**src/rtl/damage_sequencer.sv**
```systemverilog
// ============================================================================
// Module   : damage_sequencer
// Brief    : Multi-cycle attack pipeline: power*multiplier, crit doubling,
//            clamp to 15, then saturating HP subtraction on the target.
// Revision : 1.0 - initial release
// ============================================================================
`default_nettype none

module damage_sequencer #(
    parameter int MAX_HP = 15
) (
    input  logic       clk,
    input  logic       reset_n,
    input  logic       start,
    input  logic       attacker,
    input  logic [3:0] move_power,
    input  logic [1:0] multiplier,
    input  logic       crit,
    input  logic       new_game,
    output logic       busy,
    output logic       done,
    output logic [3:0] damage,
    output logic [3:0] p_hp,
    output logic [3:0] a_hp,
    output logic       hp_is_zero
);

    localparam logic [3:0] c_max_hp = 4'(MAX_HP);

    typedef enum logic [2:0] {
        S_IDLE  = 3'd0,
        S_MUL   = 3'd1,
        S_CRIT  = 3'd2,
        S_CLAMP = 3'd3,
        S_APPLY = 3'd4,
        S_DONE  = 3'd5
    } state_t;

    state_t     r_state;
    logic       r_attacker;
    logic [3:0] r_power;
    logic [1:0] r_mult;
    logic       r_crit;
    logic [6:0] r_product;
    logic [5:0] w_mul_product;

    assign w_mul_product = {2'b00, r_power} * {4'b0000, r_mult};
    assign hp_is_zero    = (p_hp == 4'd0) || (a_hp == 4'd0);

    always_ff @(posedge clk) begin
        if (!reset_n) begin
            r_state    <= S_IDLE;
            r_attacker <= 1'b0;
            r_power    <= 4'd0;
            r_mult     <= 2'd0;
            r_crit     <= 1'b0;
            r_product  <= 7'd0;
            p_hp       <= c_max_hp;
            a_hp       <= c_max_hp;
            damage     <= 4'd0;
            busy       <= 1'b0;
            done       <= 1'b0;
        end else begin
            done <= 1'b0;
            case (r_state)
                S_IDLE: begin
                    // new_game has priority and suppresses a coincident start
                    if (new_game) begin
                        p_hp   <= c_max_hp;
                        a_hp   <= c_max_hp;
                        damage <= 4'd0;
                    end else if (start && !hp_is_zero) begin
                        r_attacker <= attacker;
                        r_power    <= move_power;
                        r_mult     <= multiplier;
                        r_crit     <= crit;
                        busy       <= 1'b1;
                        r_state    <= S_MUL;
                    end
                end
                S_MUL: begin
                    r_product <= {1'b0, w_mul_product};
                    r_state   <= S_CRIT;
                end
                S_CRIT: begin
                    if (r_crit) begin
                        r_product <= r_product + r_product;
                    end
                    r_state <= S_CLAMP;
                end
                S_CLAMP: begin
                    damage  <= (r_product > 7'd15) ? 4'd15 : r_product[3:0];
                    r_state <= S_APPLY;
                end
                S_APPLY: begin
                    if (!r_attacker) begin
                        a_hp <= (a_hp > damage) ? (a_hp - damage) : 4'd0;
                    end else begin
                        p_hp <= (p_hp > damage) ? (p_hp - damage) : 4'd0;
                    end
                    r_state <= S_DONE;
                end
                S_DONE: begin
                    // done is registered, so it is seen in the first IDLE cycle
                    done    <= 1'b1;
                    busy    <= 1'b0;
                    r_state <= S_IDLE;
                end
                default: begin
                    busy    <= 1'b0;
                    r_state <= S_IDLE;
                end
            endcase
        end
    end

endmodule

`default_nettype wire

```
**config.mk**
```make
export PLATFORM = sky130hd
export DESIGN_NAME = damage_sequencer
export DESIGN_NICKNAME = d
export VERILOG_FILES = /design/src/rtl/damage_sequencer.sv
export SDC_FILE = /design/constraint.sdc
export NUM_CORES = 1
export LEC_CHECK = 0
export ABC_AREA = 1
export CAP_MARGIN = 5
export CORE_ASPECT_RATIO = 0.8
export CORE_MARGIN = 3
export CORE_UTILIZATION = 49
export DETAILED_ROUTE_END_ITERATION = 10
export GPL_TIMING_DRIVEN = 0
export PLACE_DENSITY = 0.75
export SLEW_MARGIN = 20
export SYNTH_ARGS = -nofsm -noshare
export SYNTH_HDL_FRONTEND = slang
export SYNTH_SLANG_ARGS = --single-unit
```
**constraint.sdc**
```tcl
create_clock -name clk -period 1.7 [get_ports clk]
set_clock_uncertainty 0.2 [all_clocks]
set_input_delay 0.34 -clock clk [delete_from_list [all_inputs] [get_ports clk]]
set_output_delay 0.34 -clock clk [all_outputs]
set_load 0.005 [all_outputs]
```
==> flow_summary.ini <==
[clock_tree]
clock_latency_ps = 290
cts_sinks = 32
path_clk_slew_ps = 70
cts-root-buf = clkbuf_8
cts_tree = done
cts_max_path_buffers = 2
cts_buffers = 5
hold_buffers = 0
htree_levels = 2

[floorplan]
start_util = 0.5402
dieWidth_um = 76.57
dieArea_um2 = 4781
num_rows = 19
fp.dieH_um = 62.45
pin_count = 27
core_area_um2 = 3613

[worst_setup_path]
crit_path_max_fanout = 3
setup.worst_path.start = p_hp[0]$_SDFFE_PN1P_
cpPeakStageDelay_ps = 380
reg2reg_depth = 10
crit_buf_inv = 1
reg2reg_slack_ps = -60
critPathTopFamily = simple AND/OR/NAND/NOR gates
r2r_start = p_hp[0]$_SDFFE_PN1P_
crit_end = p_hp[3]$_SDFFE_PN1P_
cp_data_arrival_time_ps = 1790
crit_path_frequent_cell = nand2_1
startpoint_type = flop
critPathRequiredTime_ps = 1730
cp.depth = 10
path_class = reg -> reg
cp_slowest_cell = fa_2
cp-end-kind = flop
cp_cell_sequence = inv_2 > ha_4 > fa_2 > nor2_4 > nor2_2 > nor2_1 > nand3_1 > nand2_1 > nand2_1 > nand2_1
worstReg2RegEnd = p_hp[3]$_SDFFE_PN1P_

[synth]
synth_top_cell_area_share = 0.3282
ys_ff_latch = 32
async_reset_ff_frac = 0
synth_cell_type_count = 32
synth_ff_type = dfxtp_1
synth_top_cells_by_area = dfxtp_1 (33%), nand2_1 (16%), inv_1 (7.9%)
syn_area_per_cell_um2 = 6.707
yosys_warnings = 0
syn-num-nets = 317
synth_edf_count = 0
yosysTopAreaCell = dfxtp_1
syn_area_um2 = 1952
synthCells = 291
synth_seq_area_share = 0.3282

[timing]
finalHoldViolCount = 0
relSlewSlack = 0.6221
fin_crit_ps = 1757
rsz0062_at_grt = true
fin_ws_ps = -57.16
max_slew.worst_pin.slew_ps = 566.8
slew_viol_final = 0
finalSetupViolCount = 5
fmax_ghz = 0.5691
fin_crit_sh = 1.034

[layout]
area_delta_synth_final_pct = 36.79
fin_util = 0.7389
finalNetCount = 362
layout-drive-gt1-share = 0.2679
stdcell_count = 388
antennaDiodeCount = 0

[place]
io_buffers = 26
dp_hpwl_um = 3157
gp_congestion = 0.8647
dp.cells = 369

[min_path]
worstHoldPathType = reg -> reg

[pwr]
powerDensity_nw_per_um2 = 801.1
p_leak_nw = 1.301
p_sw_frac = 0.3214
comb_power_share = 0.282
p_switching_mw = 0.6874
ir_drop_mv = 0.5336
p_int_mw = 1.452
pwr-share-clk = 0.300
seq_power_share = 0.418
totalPowerFinal_mw = 2.139

[drt]
vias = 1943
ant_nets = 0
drt_iter0_drc = 168
totalWireLength_um = 4730
wire_per_inst_um = 12.19
viasPerCell = 5.008
drtPass1Iterations = 4
drcViolationCount = 0

[grt]
grt_overflow = 0
grt_pass1_wl_um = 7652
grt_use_total = 0.1999
grt_max_degree = 11
grt_antenna_before_repair = 0
first_global_vias = 1682

[flow_run]
maxCapViolations = 0

[status]
violations = setup timing
status = finished, violations left
## cell usage in the layout (no fill, tap or decap), types with 4 or more instances in the layout
cell type / n
ha_4: 7
clkbuf_8: 7
nor2_4: 4
dlymetal6s2s_1: 4
o21ai_0: 11
inv_1: 34
nand3_2: 4
nor2_1: 27
dfxtp_2: 11
nand3b_1: 4
a21oi_1: 12
o21ai_1: 8
buf_4: 11
dfxtp_1: 16
dfxtp_4: 5
inv_2: 13
nand2_1: 84
nor2_2: 6
dlygate4sd2_1: 6
clkdlybuf4s50_1: 15
nand3_1: 12
## layer usage
layer | part of all wire | track usage
met1 | 0.49 | 0.2876
met2 | 0.43 | 0.2818
met3 | 0.063 | 0.05331
met4 | 0.015 | 0.07919
met5 | 0 | 0
## worst min path at each step
stage                              startpoint                         to  slack (ps)  depth (start not counted)
global placement    r_product[6]$_SDFFE_PN0P_  r_product[6]$_SDFFE_PN0P_         250                          2
floorplan           r_product[0]$_SDFFE_PN0P_  r_product[0]$_SDFFE_PN0P_         230                          2
detailed placement  r_product[0]$_SDFFE_PN0P_  r_product[0]$_SDFFE_PN0P_         250                          2
global route        r_product[0]$_SDFFE_PN0P_  r_product[0]$_SDFFE_PN0P_         290                          2
finish              r_product[0]$_SDFFE_PN0P_  r_product[0]$_SDFFE_PN0P_         260                          2
CTS                 r_product[0]$_SDFFE_PN0P_  r_product[0]$_SDFFE_PN0P_         260                          2
## state kept, by name, indices dropped and copies added, names as in the netlist
name,cells
r_crit,1
done,1
r_product,7
r_attacker,1
r_power,4
busy,1
damage,4
r_state,3
a_hp,4
r_mult,2
p_hp,4
## cells in the mapped netlist, types with 3 or more instances
master    number
o21ai_1        3
inv_1         41
fa_1           3
nor2_1        35
nand3b_1       4
inv_2          6
dfxtp_1       32
ha_1          11
nand3_1       14
nand2_1       85
o21ai_0       17
a21oi_1       13
## power groups by stage
stage,Clock (mW),Combinational (mW),Sequential (mW)
finish,0.643,0.603,0.893
global route,0.701,0.680,0.901
CTS,0.655,0.547,0.885
detailed placement,0,0.521,0.898
global placement,0,0.514,0.897
floorplan,0,0.363,0.884
## kinds of logic (layout without fill, tap and decap cells)
kind of cell / after synthesis / after routing / synth area share
AND/OR/NAND/NOR: 148 / 148 / 0.3301
adder cells (fa/ha/maj): 14 / 14 / 0.1013
buffers and inverters: 53 / 98 / 0.1115
flip-flops: 32 / 32 / 0.3282
XOR/XNOR: 2 / 2 / 0.008976
AO/OA/AOI/OAI: 42 / 42 / 0.1199
## cell type report
cell class                      instances  area (um^2)
Clock buffer                            7        96.34
Buffer                                  4        31.28
Fill cell                             298        943.4
Tap cell                               52        65.06
Timing Repair Buffer                   38        351.6
Inverter                               49        186.4
Sequential cell                        32        673.1
Multi-Input combinational cell        206         1266
## tightest hold or removal path: cells and delay by family, from the launching register on
| family | cells | cell delay, ps |
|---|---|---|
| AOI/OAI and AO/OA | 1 | 50 |
| DFF | 1 | 310 |
| buffers and inverters | 1 | 60 |
## repair_timing
action                                  CTS  global route
pin swaps                                10             7
setup buffers                             8             4
resized for setup                        46            32
endpoints found under the setup margin   19            20
gates cloned                              0             0
## through the flow
| stage | hold WS, ps | cell area, um^2 | setup TNS, ps | worst slack [ps] |
|---|---|---|---|---|
| CTS | 261.0 | 2516 | -15.09 | -8.450 |
| detailed placement | 251.4 | 2280 | -2460 | -189.3 |
| global placement | 252.5 | 2280 | -2476 | -207.4 |
| floorplan | 232.9 | 1954 | 0 | 15.53 |
| finish | 257.8 | 2670 | -129.4 | -57.16 |
| global route | 287.4 | 2670 | -994.5 | -131.6 |
(Power assumes the default switching activity.)
